<file path="config.mk">
export PLATFORM = sky130hd
export DESIGN_NAME = mem_access
export DESIGN_NICKNAME = d
export VERILOG_FILES = /design/src/rtl/mem_pkg.sv /design/src/rtl/mem_access_fsm.sv /design/src/rtl/mem_access.sv
export SDC_FILE = /design/constraint.sdc
export NUM_CORES = 1
export LEC_CHECK = 0
export CAP_MARGIN = 25
export CORE_MARGIN = 5
export CORE_UTILIZATION = 39
export CTS_BUF_LIST = sky130_fd_sc_hd__clkbuf_8
export DETAILED_ROUTE_END_ITERATION = 7
export GPL_TIMING_DRIVEN = 0
export PLACE_DENSITY = 0.87
export SLEW_MARGIN = 20
export SYNTH_ARGS = -nofsm -noshare
export SYNTH_HDL_FRONTEND = slang
export SYNTH_SLANG_ARGS = --single-unit
export TNS_END_PERCENT = 100
</file>
<file path="constraint.sdc">
create_clock -name clock -period 4.59 [get_ports clock]
set_input_delay 0.918 -clock clock [delete_from_list [all_inputs] [get_ports clock]]
set_output_delay 0.918 -clock clock [all_outputs]
set_load 0.1 [all_outputs]
</file>
<file path="src/rtl/mem_pkg.sv">
`default_nettype none
// ============================================================================
// Package     : mem_pkg
// Description : Shared encodings and helpers for the mem_access pipeline stage.
//               Memory-op codes, FSM state codes, default address width and
//               the return-address width, plus small op classifiers used by
//               both the FSM and the datapath.
// Revision    : 1.0 - initial release
// ============================================================================
package mem_pkg;

    localparam int DADDR_W_DEF = 16;
    localparam int RA_W        = 14;

    typedef enum logic [2:0] {
        OP_NONE    = 3'd0,
        OP_LD8     = 3'd1,
        OP_ST8     = 3'd2,
        OP_LD16    = 3'd3,
        OP_ST16    = 3'd4,
        OP_PUSH_RA = 3'd5,
        OP_POP_RA  = 3'd6,
        OP_RSVD    = 3'd7
    } mem_op_e;

    typedef enum logic [1:0] {
        ST_IDLE = 2'd0,
        ST_ACC0 = 2'd1,
        ST_ACC1 = 2'd2,
        ST_DONE = 2'd3
    } mem_state_e;

    // Code 7 is reserved and behaves exactly like NONE.
    function automatic logic is_mem_op(input logic [2:0] op);
        return (op >= 3'd1) && (op <= 3'd6);
    endfunction

    function automatic logic is_two_byte(input logic [2:0] op);
        return (op == OP_LD16) || (op == OP_ST16) ||
               (op == OP_PUSH_RA) || (op == OP_POP_RA);
    endfunction

    function automatic logic is_write(input logic [2:0] op);
        return (op == OP_ST8) || (op == OP_ST16) || (op == OP_PUSH_RA);
    endfunction

endpackage
`default_nettype wire

</file>
<file path="src/rtl/mem_access_fsm.sv">
`default_nettype none
// ============================================================================
// Module      : mem_access_fsm
// Description : Sequencing for the memory stage: state register, next-state
//               logic and (optionally) the ack watchdog counter.
//               Optional feature macro: MEM_ACCESS_TIMEOUT_EN
// Ports       : clock, nreset    - clock, synchronous active-low reset
//               mem_op           - decoded memory op (held while stalled)
//               dmem_ack         - data-memory access complete
//               state            - current state (mem_state_e encoding)
//               timeout          - watchdog expiry, acts as a forced ack
// Revision    : 1.0 - initial release
// ============================================================================
module mem_access_fsm
    import mem_pkg::*;
#(
    parameter int TIMEOUT_CYCLES = 64
) (
    input  logic       clock,
    input  logic       nreset,
    input  logic [2:0] mem_op,
    input  logic       dmem_ack,
    output logic [1:0] state,
    output logic       timeout
);

    mem_state_e r_state;
    mem_state_e w_next_state;
    logic       w_beat_done;

    assign state       = r_state;
    assign w_beat_done = dmem_ack | timeout;

`ifdef MEM_ACCESS_TIMEOUT_EN
    localparam logic [7:0] C_LIMIT = 8'(TIMEOUT_CYCLES - 1);

    logic [7:0] r_wait_cnt;
    logic       w_in_acc;

    assign w_in_acc = (r_state == ST_ACC0) || (r_state == ST_ACC1);
    assign timeout  = w_in_acc && !dmem_ack && (r_wait_cnt == C_LIMIT);

    // Counter sits at zero outside the access states and is cleared by each
    // completed beat, so it always starts from zero on entry to ACC0/ACC1.
    always_ff @(posedge clock) begin
        if (!nreset) begin
            r_wait_cnt <= 8'd0;
        end else if (!w_in_acc || w_beat_done) begin
            r_wait_cnt <= 8'd0;
        end else begin
            r_wait_cnt <= r_wait_cnt + 8'd1;
        end
    end
`else
    // Watchdog compiled out: constant 0 for any legal limit, the access
    // waits for ack indefinitely.
    assign timeout = (TIMEOUT_CYCLES < 0);
`endif

    always_comb begin
        w_next_state = r_state;
        case (r_state)
            ST_IDLE: begin
                if (is_mem_op(mem_op)) begin
                    w_next_state = ST_ACC0;
                end
            end
            ST_ACC0: begin
                if (w_beat_done) begin
                    w_next_state = is_two_byte(mem_op) ? ST_ACC1 : ST_DONE;
                end
            end
            ST_ACC1: begin
                if (w_beat_done) begin
                    w_next_state = ST_DONE;
                end
            end
            ST_DONE: begin
                w_next_state = ST_IDLE;
            end
            default: begin
                w_next_state = ST_IDLE;
            end
        endcase
    end

    always_ff @(posedge clock) begin
        if (!nreset) begin
            r_state <= ST_IDLE;
        end else begin
            r_state <= w_next_state;
        end
    end

endmodule
`default_nettype wire

</file>
<file path="src/rtl/mem_access.sv">
`default_nettype none
// ============================================================================
// Module      : mem_access
// Description : Memory pipeline stage of the 8-bit core. Performs byte and
//               two-byte loads/stores and return-address push/pop over a
//               req/ack data-memory port, stalling upstream while an access
//               is in flight and presenting one result beat to mem_wb.
//               Non-memory ops pass through combinationally.
//               Optional feature macro: MEM_ACCESS_TIMEOUT_EN (ack watchdog,
//               sticky mem_fault).
// Ports       : clock, nreset          - clock, sync active-low reset
//               mem_op_in .. ret_addr_in - operands from ex_mem (held stable
//                                        by upstream while stall_out=1)
//               *_out                  - result beat towards mem_wb
//               stall_out              - freeze ex_mem and upstream
//               dmem_*                 - data-memory req/ack port
//               mem_fault              - sticky watchdog flag
// Revision    : 1.0 - initial release
// ============================================================================
module mem_access
    import mem_pkg::*;
#(
    parameter int DADDR_W        = DADDR_W_DEF,
    parameter int TIMEOUT_CYCLES = 64
) (
    input  logic                clock,
    input  logic                nreset,
    input  logic [2:0]          mem_op_in,
    input  logic [DADDR_W-1:0]  addr_in,
    input  logic [7:0]          data_top_in,
    input  logic [7:0]          data_bot_in,
    input  logic [31:0]         instruction_in,
    input  logic [1:0]          reg_file_wen_in,
    input  logic [RA_W-1:0]     ret_addr_in,
    output logic [7:0]          data_top_out,
    output logic [7:0]          data_bot_out,
    output logic [31:0]         instruction_out,
    output logic [1:0]          reg_file_wen_out,
    output logic [RA_W-1:0]     ret_addr_out,
    output logic                stall_out,
    output logic                dmem_req,
    output logic                dmem_we,
    output logic [DADDR_W-1:0]  dmem_addr,
    output logic [7:0]          dmem_wdata,
    input  logic [7:0]          dmem_rdata,
    input  logic                dmem_ack,
    output logic                mem_fault
);

    logic [1:0]         w_state_bits;
    mem_state_e         w_state;
    mem_op_e            w_op;
    logic               w_timeout;
    logic               w_beat_done;
    logic [7:0]         w_rdata;
    logic [DADDR_W-1:0] w_addr_hi;

    logic [7:0]         r_cap_top;
    logic [7:0]         r_cap_bot;
    logic [RA_W-1:0]    r_cap_ra;

    mem_access_fsm #(
        .TIMEOUT_CYCLES (TIMEOUT_CYCLES)
    ) u_fsm (
        .clock    (clock),
        .nreset   (nreset),
        .mem_op   (mem_op_in),
        .dmem_ack (dmem_ack),
        .state    (w_state_bits),
        .timeout  (w_timeout)
    );

    assign w_state     = mem_state_e'(w_state_bits);
    assign w_op        = mem_op_e'(mem_op_in);
    assign w_beat_done = dmem_ack | w_timeout;
    // A watchdog expiry completes the beat with all-ones read data.
    assign w_rdata     = w_timeout ? 8'hFF : dmem_rdata;
    // Second byte address wraps naturally at the top of the address space.
    assign w_addr_hi   = addr_in + {{(DADDR_W-1){1'b0}}, 1'b1};

    // ------------------------------------------------------------------
    // Capture registers. Acks outside ACC0/ACC1 never reach here because
    // the case only acts in those states.
    // ------------------------------------------------------------------
    always_ff @(posedge clock) begin
        if (!nreset) begin
            r_cap_top <= 8'h00;
            r_cap_bot <= 8'h00;
            r_cap_ra  <= '0;
        end else if (w_beat_done) begin
            case (w_state)
                ST_ACC0: begin
                    if ((w_op == OP_LD8) || (w_op == OP_LD16)) begin
                        r_cap_top <= w_rdata;
                    end else if (w_op == OP_POP_RA) begin
                        // Upper two bits of the stored byte fall outside RA_W.
                        r_cap_ra[RA_W-1:8] <= w_rdata[RA_W-9:0];
                    end
                end
                ST_ACC1: begin
                    if (w_op == OP_LD16) begin
                        r_cap_bot <= w_rdata;
                    end else if (w_op == OP_POP_RA) begin
                        r_cap_ra[7:0] <= w_rdata;
                    end
                end
                default: begin
                end
            endcase
        end
    end

`ifdef MEM_ACCESS_TIMEOUT_EN
    logic r_mem_fault;

    always_ff @(posedge clock) begin
        if (!nreset) begin
            r_mem_fault <= 1'b0;
        end else if (w_timeout) begin
            r_mem_fault <= 1'b1;
        end
    end

    assign mem_fault = r_mem_fault;
`else
    assign mem_fault = 1'b0;
`endif

    // ------------------------------------------------------------------
    // Output muxing. Defaults are the pass-through/idle values; while in
    // reset the state is ignored so stall and req drop immediately.
    // ------------------------------------------------------------------
    always_comb begin
        data_top_out     = data_top_in;
        data_bot_out     = data_bot_in;
        instruction_out  = instruction_in;
        reg_file_wen_out = reg_file_wen_in;
        ret_addr_out     = ret_addr_in;
        stall_out        = 1'b0;
        dmem_req         = 1'b0;
        dmem_we          = 1'b0;
        dmem_addr        = addr_in;
        dmem_wdata       = data_top_in;

        if (nreset) begin
            case (w_state)
                ST_IDLE: begin
                    if (is_mem_op(mem_op_in)) begin
                        stall_out        = 1'b1;
                        instruction_out  = 32'h0;
                        reg_file_wen_out = 2'b00;
                    end
                end
                ST_ACC0: begin
                    stall_out        = 1'b1;
                    instruction_out  = 32'h0;
                    reg_file_wen_out = 2'b00;
                    dmem_req         = 1'b1;
                    dmem_we          = is_write(mem_op_in);
                    dmem_addr        = addr_in;
                    dmem_wdata       = (w_op == OP_PUSH_RA) ?
                                       {2'b00, ret_addr_in[RA_W-1:8]} : data_top_in;
                end
                ST_ACC1: begin
                    stall_out        = 1'b1;
                    instruction_out  = 32'h0;
                    reg_file_wen_out = 2'b00;
                    dmem_req         = 1'b1;
                    dmem_we          = is_write(mem_op_in);
                    dmem_addr        = w_addr_hi;
                    dmem_wdata       = (w_op == OP_PUSH_RA) ?
                                       ret_addr_in[7:0] : data_bot_in;
                end
                ST_DONE: begin
                    if ((w_op == OP_LD8) || (w_op == OP_LD16)) begin
                        data_top_out = r_cap_top;
                    end
                    if (w_op == OP_LD16) begin
                        data_bot_out = r_cap_bot;
                    end
                    if (w_op == OP_POP_RA) begin
                        ret_addr_out = r_cap_ra;
                    end
                end
                default: begin
                end
            endcase
        end
    end

endmodule
`default_nettype wire

</file>
# Yosys cells after proc, flatten, opt, wreduce, memory -nomap -nowiden

Index checks and enable logic that the tools add are counted.

$add $sub $neg: 1
Magnitude comparators: 2
Eq/ne operators: 12
Multiplexer cells: 33
Bitwise logic cells: 2
Reduce and logical (&&, ||, !) cells: 14

Operators by type and width:

| kind                    | number |
|---|---|
| $mux W8                 | 9 |
| $mux W32                | 2 |
| $pmux W32 S2            | 1 |
| $mux W14                | 3 |
| $mux W16                | 2 |
| $add A16 B1 Y16 const B | 1 |
| $pmux W8 S2             | 1 |
| $mux W2                 | 5 |
| $eq A3 B3 Y1 const B    | 3 |
| $reduce_and A3 Y1       | 3 |
| $pmux W2 S4             | 1 |
| $reduce_and A4 Y1       | 2 |
| $mux W1                 | 7 |
| $eq A3 B2 Y1 const B    | 2 |
| $logic_or A1 B1 Y1      | 6 |
| $ne A2 B2 Y1 const B    | 3 |
| $eq A2 B2 Y1 const B    | 2 |
| $pmux W2 S2             | 1 |
| $eq A3 B1 Y1 const B    | 1 |
| $ge A3 B1 Y1 const B    | 1 |
| $le A3 B3 Y1 const B    | 1 |
| $eq A2 B1 Y1 const B    | 1 |
| $logic_not A2 Y1        | 1 |
| $not A1 Y1              | 2 |
| other kinds (3)         | 3 |

Bits in registers: 32
Input bits: 94
Output and inout bits: 92
Word-level logic and storage cells: 69

# Longest topological paths before layout

Gate-level depths: netlist of run 1.

Word-level depth: 7
Gate-level depth with buffers: 8
Depth with buffers taken out: 6

# Modules after synthesis

Synthesis of run 1 repeated with hierarchy kept, for this count alone.

Cells, all modules: 309
Area total of the unflattened synthesis: 2623.8 sq um

Modules (own cells, without submodules):

| module         | instances | cells an instance | area each (sq um) | seq. area each (sq um) |
|---|---|---|---|---|
| mem_access     | 1         | 286               | 2428.6            | 600.6 |
| mem_access_fsm | 1         | 23                | 195.2             | 40.0 |

# Worst setup path after synthesis of run 1

Ideal clock, no wire load.

Path type: input to output
From: in mem_op_in[1]
To: out dmem_wdata[2]
Data arrival time: 3.810 ns
Data required time: 3.672 ns
Setup slack: -0.138 ns
Cell stages on the path: 6
Path buffers: 2
Cells stage by stage: buf_4 nand3b_1 buf_2 nor2_1 a31oi_1 o21ai_0

Cells in the longest elaborated chain, start to end: 4
Elaborated cells between the ends (all ways): 5
Those cells by class: eq/ne (1); mux (4)

Ends and longest elaborated chain:

| what                              | RTL line                             | RTL |
|---|---|---|
| start, declared                   | mem_access.sv:28                     | `input logic [2:0] mem_op_in,` |
| $eq A3 B3 Y1 *                    | mem_access.sv:161, mem_access.sv:171 |  |
| $mux W8, on equally long branches | mem_access.sv:171, mem_access.sv:161 |  |
| $pmux W8 S2 *                     | mem_access.sv:146                    | `case (w_state)` |
| $mux W8 *                         | mem_access.sv:145                    | `if (nreset) begin` |
| end, declared                     | mem_access.sv:44                     | `output logic [7:0] dmem_wdata,` |

Every way passes the cells marked *; elsewhere a longest branch is shown, timed or not.

# Final worst setup path of run 1

From: in addr_in[0]
To: out dmem_addr[8]

Cells in the longest elaborated chain, start to end: 3

Ends and longest elaborated chain:

| what            | RTL line          | RTL |
|---|---|---|
| start, declared | mem_access.sv:29  | `input logic [DADDR_W-1:0] addr_in,` |
| $add A16 B1 Y16 | mem_access.sv:79  | `assign w_addr_hi = addr_in + {{(DADDR_W-1){1'b0}}, 1'b1};` |
| $mux W16        | mem_access.sv:146 |  |
| $mux W16        | mem_access.sv:145 |  |
| end, declared   | mem_access.sv:43  | `output logic [DADDR_W-1:0] dmem_addr,` |

Every way passes these cells.

==> impl_metrics.json, run 1 <==
{
  "outcome": "finished, final reports clean",
  "clockRootBuffer": "sky130_fd_sc_hd__clkbuf_8",
  "die_area_um2": 8590,
  "arrival_ns": 3.55,
  "timing.clock.skew_ns": 0.00761,
  "antennaDiodeCount": 0,
  "p_leak_nw": 1.83,
  "critPathLaunchType": "primary input",
  "cts.htree.levels": 2,
  "remaining_drc_errors": 0,
  "yosys.cell_types.count": 39,
  "cap_violations": 0,
  "drt.antenna.violating_nets": 0,
  "dp.final_hpwl_um": 8480,
  "final.period_utilization": 0.973,
  "dr.pass1.iters": 4,
  "gr-usage-all-layers": 0.234,
  "drt-wirelength-per-cell_um": 17.9,
  "setup_viols_final": 0,
  "count_of_cells_along_the_worst_register_to_register_path": 7,
  "antenna_violations_before_repair": 0,
  "area_delta_synth_final_pct": 74.2,
  "worstSetupEndpointType": "output port",
  "dieWidth_um": 92.7,
  "grt_pass1_wl_um": 15900,
  "power.share.clock": 0.105,
  "floorplan.initialDensity": 0.397,
  "grt_setup_unrepaired": "no",
  "ios": 186,
  "relative_slew_margins": 0.325,
  "synth.top_cells.by_area": "sky130_fd_sc_hd__dfxtp_1 (24%), sky130_fd_sc_hd__mux2_2 (13%), sky130_fd_sc_hd__nor2b_2 (9.8%)",
  "clock.fmax_ghz": 0.224,
  "wirelength_um": 10200,
  "comb_power_share": 0.735,
  "grt_max_degree": 11,
  "final_critical_path_time_including_i_o_delays_and_setup_ns": 4.46,
  "drtIter0Drc": 146,
  "fin_tns_setup_ns": 0,
  "cts_tree": "done",
  "yosysSeqAreaShare": 0.240,
  "fill_cells": 552,
  "peakVddDrop_v": 0.000230,
  "overflow_after_grt": 0,
  "area_of_the_multi_input_gates_um2": 1890,
  "critPathLaunch": "addr_in[0]",
  "clk_transition_reported_paths_ns": 0.07,
  "synthesis.instances": 304,
  "clk_latency_ns": 0.29,
  "tightestPinTransition_ns": 1.01,
  "mappedNetlistArea_um2": 2670,
  "power_frac_seq": 0.160,
  "gp_congestion": 0.858,
  "route.detailed.vias_per_inst": 5.17,
  "seqCellArea_um2": 641,
  "synth_top_cell_area_share": 0.240,
  "layout_common_cells": "sky130_fd_sc_hd__clkdlybuf4s50_1 (158), sky130_fd_sc_hd__nand2_1 (35), sky130_fd_sc_hd__dfxtp_1 (32)",
  "clock-sinks": 32,
  "net-switching-power_mw": 1.15,
  "p_per_area_nw_per_um2": 410,
  "setup_ws_ns": 0.125,
  "rows": 30,
  "clock_buffers_created_by_tritoncts": 5,
  "fp.dieH_um": 92.7,
  "share_of_layout_cells_above_drive_strength_1": 0.171,
  "timing.final.hold_violations": 0,
  "hold_ws_ns": 0.475,
  "worst_hold_path_type": "register to register",
  "crit_reg_reg_startpoint": "u_fsm.state[0]",
  "reg2reg_setup_slack_ns": 2.56,
  "synthesized_nets": 403,
  "maximum_fanout_count_along_the_critical_path": 5,
  "crit-reg2reg-capture": "r_cap_ra[1]",
  "cts.path.max_buffers": 2,
  "postSynthRegisterBits": 32,
  "synth.yosys.warnings": 0,
  "synthesis.area_per_instance_um2": 8.77,
  "swShare": 0.603,
  "worstSetupPathType": "primary input to output port",
  "nets": 591,
  "detailroute.via_count": 2959,
  "placeableCoreArea_um2": 6720,
  "dp_worst_slack_ns": -0.122,
  "worstSetupEndpoint": "dmem_addr[8]",
  "number_of_global_route_vias_before_repair": 3018,
  "intPower_mw": 0.758,
  "port-buffer-count": 181,
  "final_max_slew_viol_count": 0,
  "synth_top_area_cell": "sky130_fd_sc_hd__dfxtp_1",
  "layout_commonest_cell": "sky130_fd_sc_hd__clkdlybuf4s50_1",
  "worstPathRequired_ns": 3.67
}
## synth_stat cells
cell	instances
sky130_fd_sc_hd__nand3b_1	1
sky130_fd_sc_hd__or3_1	1
sky130_fd_sc_hd__and3_1	3
sky130_fd_sc_hd__nand4_1	6
sky130_fd_sc_hd__a221o_1	1
sky130_fd_sc_hd__xnor2_1	12
sky130_fd_sc_hd__nand4_2	2
sky130_fd_sc_hd__conb_1	1
sky130_fd_sc_hd__nor2b_1	29
sky130_fd_sc_hd__and4_1	3
sky130_fd_sc_hd__buf_2	4
sky130_fd_sc_hd__buf_6	4
sky130_fd_sc_hd__nand4b_1	1
sky130_fd_sc_hd__nand3_1	7
sky130_fd_sc_hd__nor3_4	1
sky130_fd_sc_hd__a21boi_0	8
sky130_fd_sc_hd__and4b_4	1
sky130_fd_sc_hd__inv_1	4
sky130_fd_sc_hd__buf_4	3
sky130_fd_sc_hd__xor2_1	3
sky130_fd_sc_hd__nor2_1	11
sky130_fd_sc_hd__nor3b_1	1
sky130_fd_sc_hd__or4b_1	1
sky130_fd_sc_hd__ha_1	5
sky130_fd_sc_hd__nor3_1	2
sky130_fd_sc_hd__mux2_2	31
sky130_fd_sc_hd__o2111a_1	1
sky130_fd_sc_hd__a21o_1	1
sky130_fd_sc_hd__nor3_2	2
sky130_fd_sc_hd__a22oi_1	5
sky130_fd_sc_hd__nor2b_2	30
sky130_fd_sc_hd__o21ai_0	9
sky130_fd_sc_hd__nand2_1	35
sky130_fd_sc_hd__o211a_1	1
sky130_fd_sc_hd__a31oi_1	5
sky130_fd_sc_hd__clkbuf_1	8
sky130_fd_sc_hd__mux2i_1	26
sky130_fd_sc_hd__dfxtp_1	32
sky130_fd_sc_hd__a21oi_1	3
## state kept, by name (all words and copies together) (netlist names)
register and count:
r_cap_top 8, r_cap_bot 8, u_fsm.state 2, r_cap_ra 14
## routing by layer
layer | up-vias | part of all wire | GRT usage
met1 | 1351 | 0.37 | 0.252
li1 | 1426 | - | -
met4 | 0 | 0.031 | 0.0940
met2 | 157 | 0.50 | 0.430
met5 | - | 0 | 0
met3 | 25 | 0.089 | 0.0626
## cells by family after synthesis
| family | share of synthesized area |
|---|---|
| flip-flops | 0.240 |
| other | 0.00141 |
| XOR/XNOR | 0.0493 |
| multiplexers | 0.228 |
| AND/OR/NAND/NOR | 0.322 |
| adder cells (fa/ha/maj) | 0.0235 |
| buffers and inverters | 0.0497 |
| AO/OA/AOI/OAI | 0.0854 |
## per-stage QoR
stage | area (um2) | power [mW] | cells | utilization
detailed placement | 4580 | 1.72 | 565 | 0.682
CTS | 4630 | 1.91 | 572 | 0.690
global route | 4650 | 1.98 | 572 | 0.692
finish | 4650 | 1.91 | 572 | 0.692
floorplan | 2670 | 1.36 | 304 | -
global placement | 4580 | 1.71 | 565 | 0.682
## repair_timing
action	4_1_cts	5_1_grt
hold buffers	0	0
setup buffers	0	0
resized for setup	18	5
setup endpoints to repair	18	5
## worst max-delay path: stages
cell	delay, ns
sky130_fd_sc_hd__clkdlybuf4s50_1	0.51
sky130_fd_sc_hd__ha_1	0.16
sky130_fd_sc_hd__nand3_1	0.13
sky130_fd_sc_hd__nor2_1	0.32
sky130_fd_sc_hd__and3_1	0.22
sky130_fd_sc_hd__xor2_1	0.14
sky130_fd_sc_hd__clkdlybuf4s50_1	1.15
## area by class of cell
class	count	share of cell area
clock inverter	2	0.00188
multi-input combinational	249	0.408
inverter	4	0.00323
tap	80	0.0215
sequential	32	0.138
timing repair buffer	181	0.388
buffer	19	0.0253
clock buffer	5	0.0148
## worst min-delay path by stage
stage                     depth (start not counted)         start      endpoint  slack (ns)
after floorplan                                   2  r_cap_top[0]  r_cap_top[0]        0.44
after global placement                            2  r_cap_top[6]  r_cap_top[6]        0.45
after detailed placement                          2  r_cap_top[6]  r_cap_top[6]        0.46
after CTS                                         2  r_cap_top[6]  r_cap_top[6]        0.47
after global routing                              2  r_cap_top[3]  r_cap_top[3]        0.51
final                                             2  r_cap_top[1]  r_cap_top[1]        0.48
## power by group through the flow
stage	Combinational [mW]	Clock (mW)	Sequential (mW)
CTS	1.41	0.203	0.305
global placement	1.40	0	0.310
floorplan	1.05	0	0.308
finish	1.40	0.200	0.306
global route	1.45	0.218	0.307
detailed placement	1.41	0	0.311
Note: power is estimated with default switching activity, not from simulation.
==> run 2: changes to the inputs <==
Settings changed: CELL_PAD_IN_SITES_DETAIL_PLACEMENT set to 0, CELL_PAD_IN_SITES_GLOBAL_PLACEMENT set to 2, CORE_UTILIZATION 39 to 20, PLACE_DENSITY 0.87 to 0.86.
==> run 2 against run 1 <==
Power is 1.9% higher; global-route usage is 9.9 points lower; cell area is 3.8% higher; critical endpoint is now instruction_out[2]; largest cell class unchanged.
==> impl_metrics.json, run 2 (synthesis results as in run 1) <==
{
  "intPower_mw": 0.779,
  "detailroute.via_count": 2943,
  "antennaDiodeCount": 0,
  "worstSetupPathType": "primary input to output port",
  "arrival_ns": 3.56,
  "critPathLaunchType": "primary input",
  "cts.htree.levels": 2,
  "antenna_violations_before_repair": 0,
  "gr-usage-all-layers": 0.135,
  "comb_power_share": 0.728,
  "global_route.usage.met2": 0.231,
  "grt_pass1_wl_um": 17000,
  "tightestPinTransition_ns": 1.02,
  "dp_worst_slack_ns": -0.112,
  "maximum_fanout_count_along_the_critical_path": 10,
  "peakVddDrop_v": 0.000263,
  "p_per_area_nw_per_um2": 403,
  "p_leak_nw": 1.94,
  "relative_slew_margins": 0.318,
  "route.detailed.vias_per_inst": 4.40,
  "placeableCoreArea_um2": 13100,
  "clock.fmax_ghz": 0.223,
  "fp.dieH_um": 125,
  "clk_transition_reported_paths_ns": 0.06,
  "setup_ws_ns": 0.111,
  "fill_cells": 1338,
  "layout_commonest_cell": "sky130_fd_sc_hd__clkdlybuf4s50_1",
  "number_of_global_route_vias_before_repair": 3079,
  "cts.path.max_buffers": 2,
  "globalRouteMet1Util": 0.163,
  "flip_flop_count_of_the_largest_register_after_layout": 14,
  "cp_cell_sequence": "clkdlybuf4s50_1, or4b_1, and4b_4, buf_6, nor2b_2, clkdlybuf4s50_1",
  "net-switching-power_mw": 1.17,
  "worst_hold_path_type": "register to register",
  "clock-sinks": 32,
  "cpMostUsedCell": "sky130_fd_sc_hd__clkdlybuf4s50_1",
  "holdBufCountCts": 0,
  "drtIter0Drc": 124,
  "critPathSlowestCell": "sky130_fd_sc_hd__clkdlybuf4s50_1",
  "drt-wirelength-per-cell_um": 16.7,
  "worstSetupEndpointType": "output port",
  "rows": 42,
  "fin_tns_setup_ns": 0,
  "final_max_slew_viol_count": 0,
  "total_setup_buffers_inserted_after_cts": 0,
  "biggestRegsByFlops": "r_cap_ra (14), r_cap_bot (8), r_cap_top (8)",
  "cts_tree": "done",
  "grt_setup_unrepaired": "no",
  "drt.antenna.violating_nets": 0,
  "gp_congestion": 0.824,
  "dr.pass1.iters": 4,
  "dp.final_hpwl_um": 9320,
  "remaining_drc_errors": 0,
  "layout_common_cells": "sky130_fd_sc_hd__clkdlybuf4s50_1 (147), sky130_fd_sc_hd__nand2_1 (35), sky130_fd_sc_hd__dfxtp_1 (32)",
  "hold_ws_ns": 0.465,
  "worstPathRequired_ns": 3.67,
  "top_usage_layer": "met2",
  "nets": 591,
  "final.period_utilization": 0.976,
  "timing.clock.skew_ns": 0.00429,
  "dieWidth_um": 125,
  "outcome": "finished, final reports clean",
  "critPathMaxStageDelay_ns": 1.15,
  "area_delta_synth_final_pct": 80.8,
  "setup_viols_final": 0,
  "clock_buffers_created_by_tritoncts": 5,
  "clockRootBuffer": "sky130_fd_sc_hd__clkbuf_8",
  "port-buffer-count": 181,
  "power_frac_seq": 0.157,
  "ios": 186,
  "seqCellArea_um2": 641,
  "globalRouteMet3Util": 0.0482,
  "cap_violations": 0,
  "wirelength_um": 11200,
  "area_of_the_multi_input_gates_um2": 1890,
  "overflow_after_grt": 0,
  "grt_max_degree": 11,
  "final_critical_path_time_including_i_o_delays_and_setup_ns": 4.48,
  "floorplan.initialDensity": 0.203,
  "share_of_layout_cells_above_drive_strength_1": 0.174,
  "reg2reg_setup_slack_ns": 2.51,
  "power.share.clock": 0.115,
  "die_area_um2": 15700,
  "max_flop_register": "r_cap_ra",
  "timing.final.hold_violations": 0,
  "swShare": 0.599,
  "clk_latency_ns": 0.28
}
[run 2: cell count changes in the layout (fill, tap and decap cells not counted), sizes merged]
cell / change
clkdlybuf4s15: +7
dlymetal6s2s: +12
inv: -1
clkbuf: +1
clkinv: +1
clkdlybuf4s50: -11
dlygate4sd2: -8
[run 2: worst paths after layout]
path | cells after the start | start | endpoint
setup / recovery | 6 | mem_op_in[0] | instruction_out[2]
hold / removal | 2 | r_cap_top[5] | r_cap_top[5]
setup reg to reg | 7 | u_fsm.state[0] | r_cap_ra[2]
hold reg to reg | 2 | r_cap_top[5] | r_cap_top[5]
[run 2: power by group through the flow]
stage	combinational, mW	sequential (mW)	clock (mW)
floorplan	1.05	0.308	0
global placement	1.43	0.310	0
detailed placement	1.43	0.312	0
CTS	1.43	0.305	0.230
global route	1.47	0.307	0.243
finish	1.41	0.305	0.224
[run 2: layout make-up]
class,instances,share of cell area
multi-input cells,249,0.393
repair buffers,181,0.382
flip-flops and latches,32,0.133
well taps,176,0.0457
plain buffers,19,0.0244
clock buffers,6,0.0171
inverters,4,0.00311
clock inverters,2,0.00208
[run 2: stage by stage]
stage	power (mW)	util	instances	instance area [um2]
finish	1.94	0.367	669	4820
global route	2.02	0.367	669	4820
CTS	1.96	0.363	669	4770
detailed placement	1.74	0.358	661	4700
global placement	1.74	0.358	661	4700
floorplan	1.36	-	304	2670
[run 2: critical path, delay by kind of cell]
family	cells	cell delay, ns
buffers and inverters	3	1.72
AND/OR/NAND/NOR	3	0.91
[run 2: per-layer routing]
metal	vias to the layer above	share of wire
met2	159	0.46
met1	1348	0.42
met3	9	0.10
met5	-	0
li1	1427	-
met4	0	0.013
[run 2: timing repair]
action                                  4_1_cts  5_1_grt
gates cloned                                  0        0
endpoints found under the setup margin       17       24
resized for setup                            17       24
==> variant, RTL diff (settings of run 1) <==
Add a define of `MEM_ACCESS_TIMEOUT_EN`.
--- a/src/rtl/mem_access_fsm.sv
+++ b/src/rtl/mem_access_fsm.sv
@@ -11,6 +11,8 @@
 //               timeout          - watchdog expiry, acts as a forced ack
 // Revision    : 1.0 - initial release
 // ============================================================================
+`define MEM_ACCESS_TIMEOUT_EN
+
 module mem_access_fsm
     import mem_pkg::*;
 #(
Behaviour: no difference found for any inputs over 4 cycles, from zero or initial values and one cycle with nreset low; that may be too few to reach the edited logic, so the function may still have changed.
==> variant against run 1 <==
- total power up 12%
- setup slack better by 0.0020 ns
- cell area up 10%
- count of clock-buffer cells in the layout unchanged
- area after synthesis up 11%
- clock skew up 0.0016 ns
- routed wire length up 13%
- sequential cell count up 9
- critical endpoint is now data_top_out[6]
==> variant: results (changes against run 1) <==
placed cell count 592 (was 565); HP Start mem_fault (was r_cap_top[1]); LEAKAGE 2.57 nW (was 1.83 nW); Compound-Gate Fraction of Synth Area 0.193 (was 0.0854); Crit Path Max Fanout 8 (was 5); hold endpoint mem_fault (was r_cap_top[1]); Fin Hold WS 0.485 ns (was 0.475 ns); status complete, no violations (unchanged); peak per-stage delay on the critical path 1.13 ns (was 1.15 ns); most common library cells after synthesis 41 x dfxtp_1, 35 x nor2b_1, 30 x o221a_2 (was 35 x nand2_1, 32 x dfxtp_1, 31 x mux2_2); Vias/cell 5.26 (was 5.17); share of cells above drive strength 1 0.184 (was 0.171); FF-to-FF path depth 6 (was 7); ranking of synthesized cells by area dfxtp_1 28%, o221a_2 11%, mux2_2 8.0%, nor2b_1 7.4%, mux2_4 5.1% (was dfxtp_1 24%, mux2_2 13%, nor2b_2 9.8%, mux2i_1 9.8%, nor2b_1 6.8%); final std cells w/o fill 600 (was 572); Placer Congestion 0.812 (was 0.858); Synth Area in Adders 0.0255 (was 0.0235); input/output buffers 182 (was 181); worst ir drop on vdd 0.278 mV (was 0.230 mV); Seq/Total Area, Yosys 0.278 (was 0.240); multiplexer area fraction after synthesis 0.158 (was 0.228); Post-Synth XOR/XNOR Area 0.0624 (was 0.0492); Tot GR Track Use 0.227 (was 0.234); Unique masters post-synth 48 (was 39); Filler cells 562 (was 552); DR WL/cell 19.2 µm (was 17.9 µm); net count after synthesis 411 (was 403); first-pass GRT wire length 17.4 mm (was 15.9 mm); Post-Place Cell Area 0.00489 mm² (was 0.00458 mm²); reg2reg setup slack 2.45 ns (was 2.56 ns); vias in the first global route 3,164 (was 3,018); largest net degree at the start of global routing 14 (was 11)
[variant: worst max-delay path: cells and delay by family]
family | cells | cell delay (ns)
buffers and inverters | 3 | 1.91
and+or+nand+nor | 2 | 0.40
muxes | 1 | 0.31
[variant: cell type report]
cell class / instances / area, µm² / share of cell area
buffer: 17 / 90.1 / 0.0176
clock buffer: 5 / 68.8 / 0.0134
clock inverter: 3 / 18.8 / 0.00367
inverter: 7 / 26.3 / 0.00513
multi-input combinational: 246 / 2010 / 0.393
sequential: 41 / 821 / 0.160
tap: 99 / 124 / 0.0242
timing repair buffer: 182 / 1960 / 0.383
[variant: per-stage QoR]
| stage | utilization | setup TNS (ns) | setup slack (ns) | total power, mW |
|---|---|---|---|---|
| after global placement | 0.671 | 0 | 0.0252 | 1.90 |
| after floorplan | - | -0.239 | -0.119 | 1.53 |
| after global routing | 0.702 | 0 | 0.00583 | 2.22 |
| after detailed placement | 0.671 | -0.00171 | -0.00171 | 1.92 |
| after CTS | 0.683 | 0 | 0.00496 | 2.15 |
| final | 0.702 | 0 | 0.127 | 2.14 |
[variant: power groups by stage]
stage | registers [mW] | clock network [mW] | logic (mW)
CTS | 0.401 | 0.240 | 1.51
detailed placement | 0.409 | 0 | 1.51
global route | 0.404 | 0.256 | 1.56
global placement | 0.408 | 0 | 1.49
floorplan | 0.403 | 0 | 1.13
finish | 0.401 | 0.238 | 1.50
[variant: per-layer routing]
metal,vias to the layer above,global-route usage,share of wire
met5,-,0,0
met4,0,0.0734,0.025
met3,20,0.0568,0.070
met2,133,0.385,0.50
met1,1478,0.281,0.40
li1,1525,-,-
[variant: worst max path at each step]
stage	startpoint	endpoint	slack [ns]	cells after the start
CTS	mem_op_in[0]	data_bot_out[3]	0.005	6
floorplan	nreset	dmem_wdata[6]	-0.12	5
global placement	mem_op_in[0]	data_bot_out[3]	0.03	6
global route	mem_op_in[0]	data_top_out[3]	0.006	6
finish	mem_op_in[0]	data_top_out[6]	0.13	6
detailed placement	mem_op_in[0]	data_bot_out[3]	-0.002	6
[variant: what timing repair did]
| item | 4_1_cts | 5_1_grt |
|---|---|---|
| endpoints found under the hold margin | 0 | 0 |
| endpoints found under the setup margin | 0 | 55 |
| resized for setup | 0 | 55 |
| hold buffers | 0 | 0 |
[variant: kinds of logic after synthesis]
logic type	count (synthesis)
AO/OA/AOI/OAI	58
adder cells (fa/ha/maj)	6
flip-flops	41
XOR/XNOR	21
AND/OR/NAND/NOR	122
multiplexers	39
buffers and inverters	24
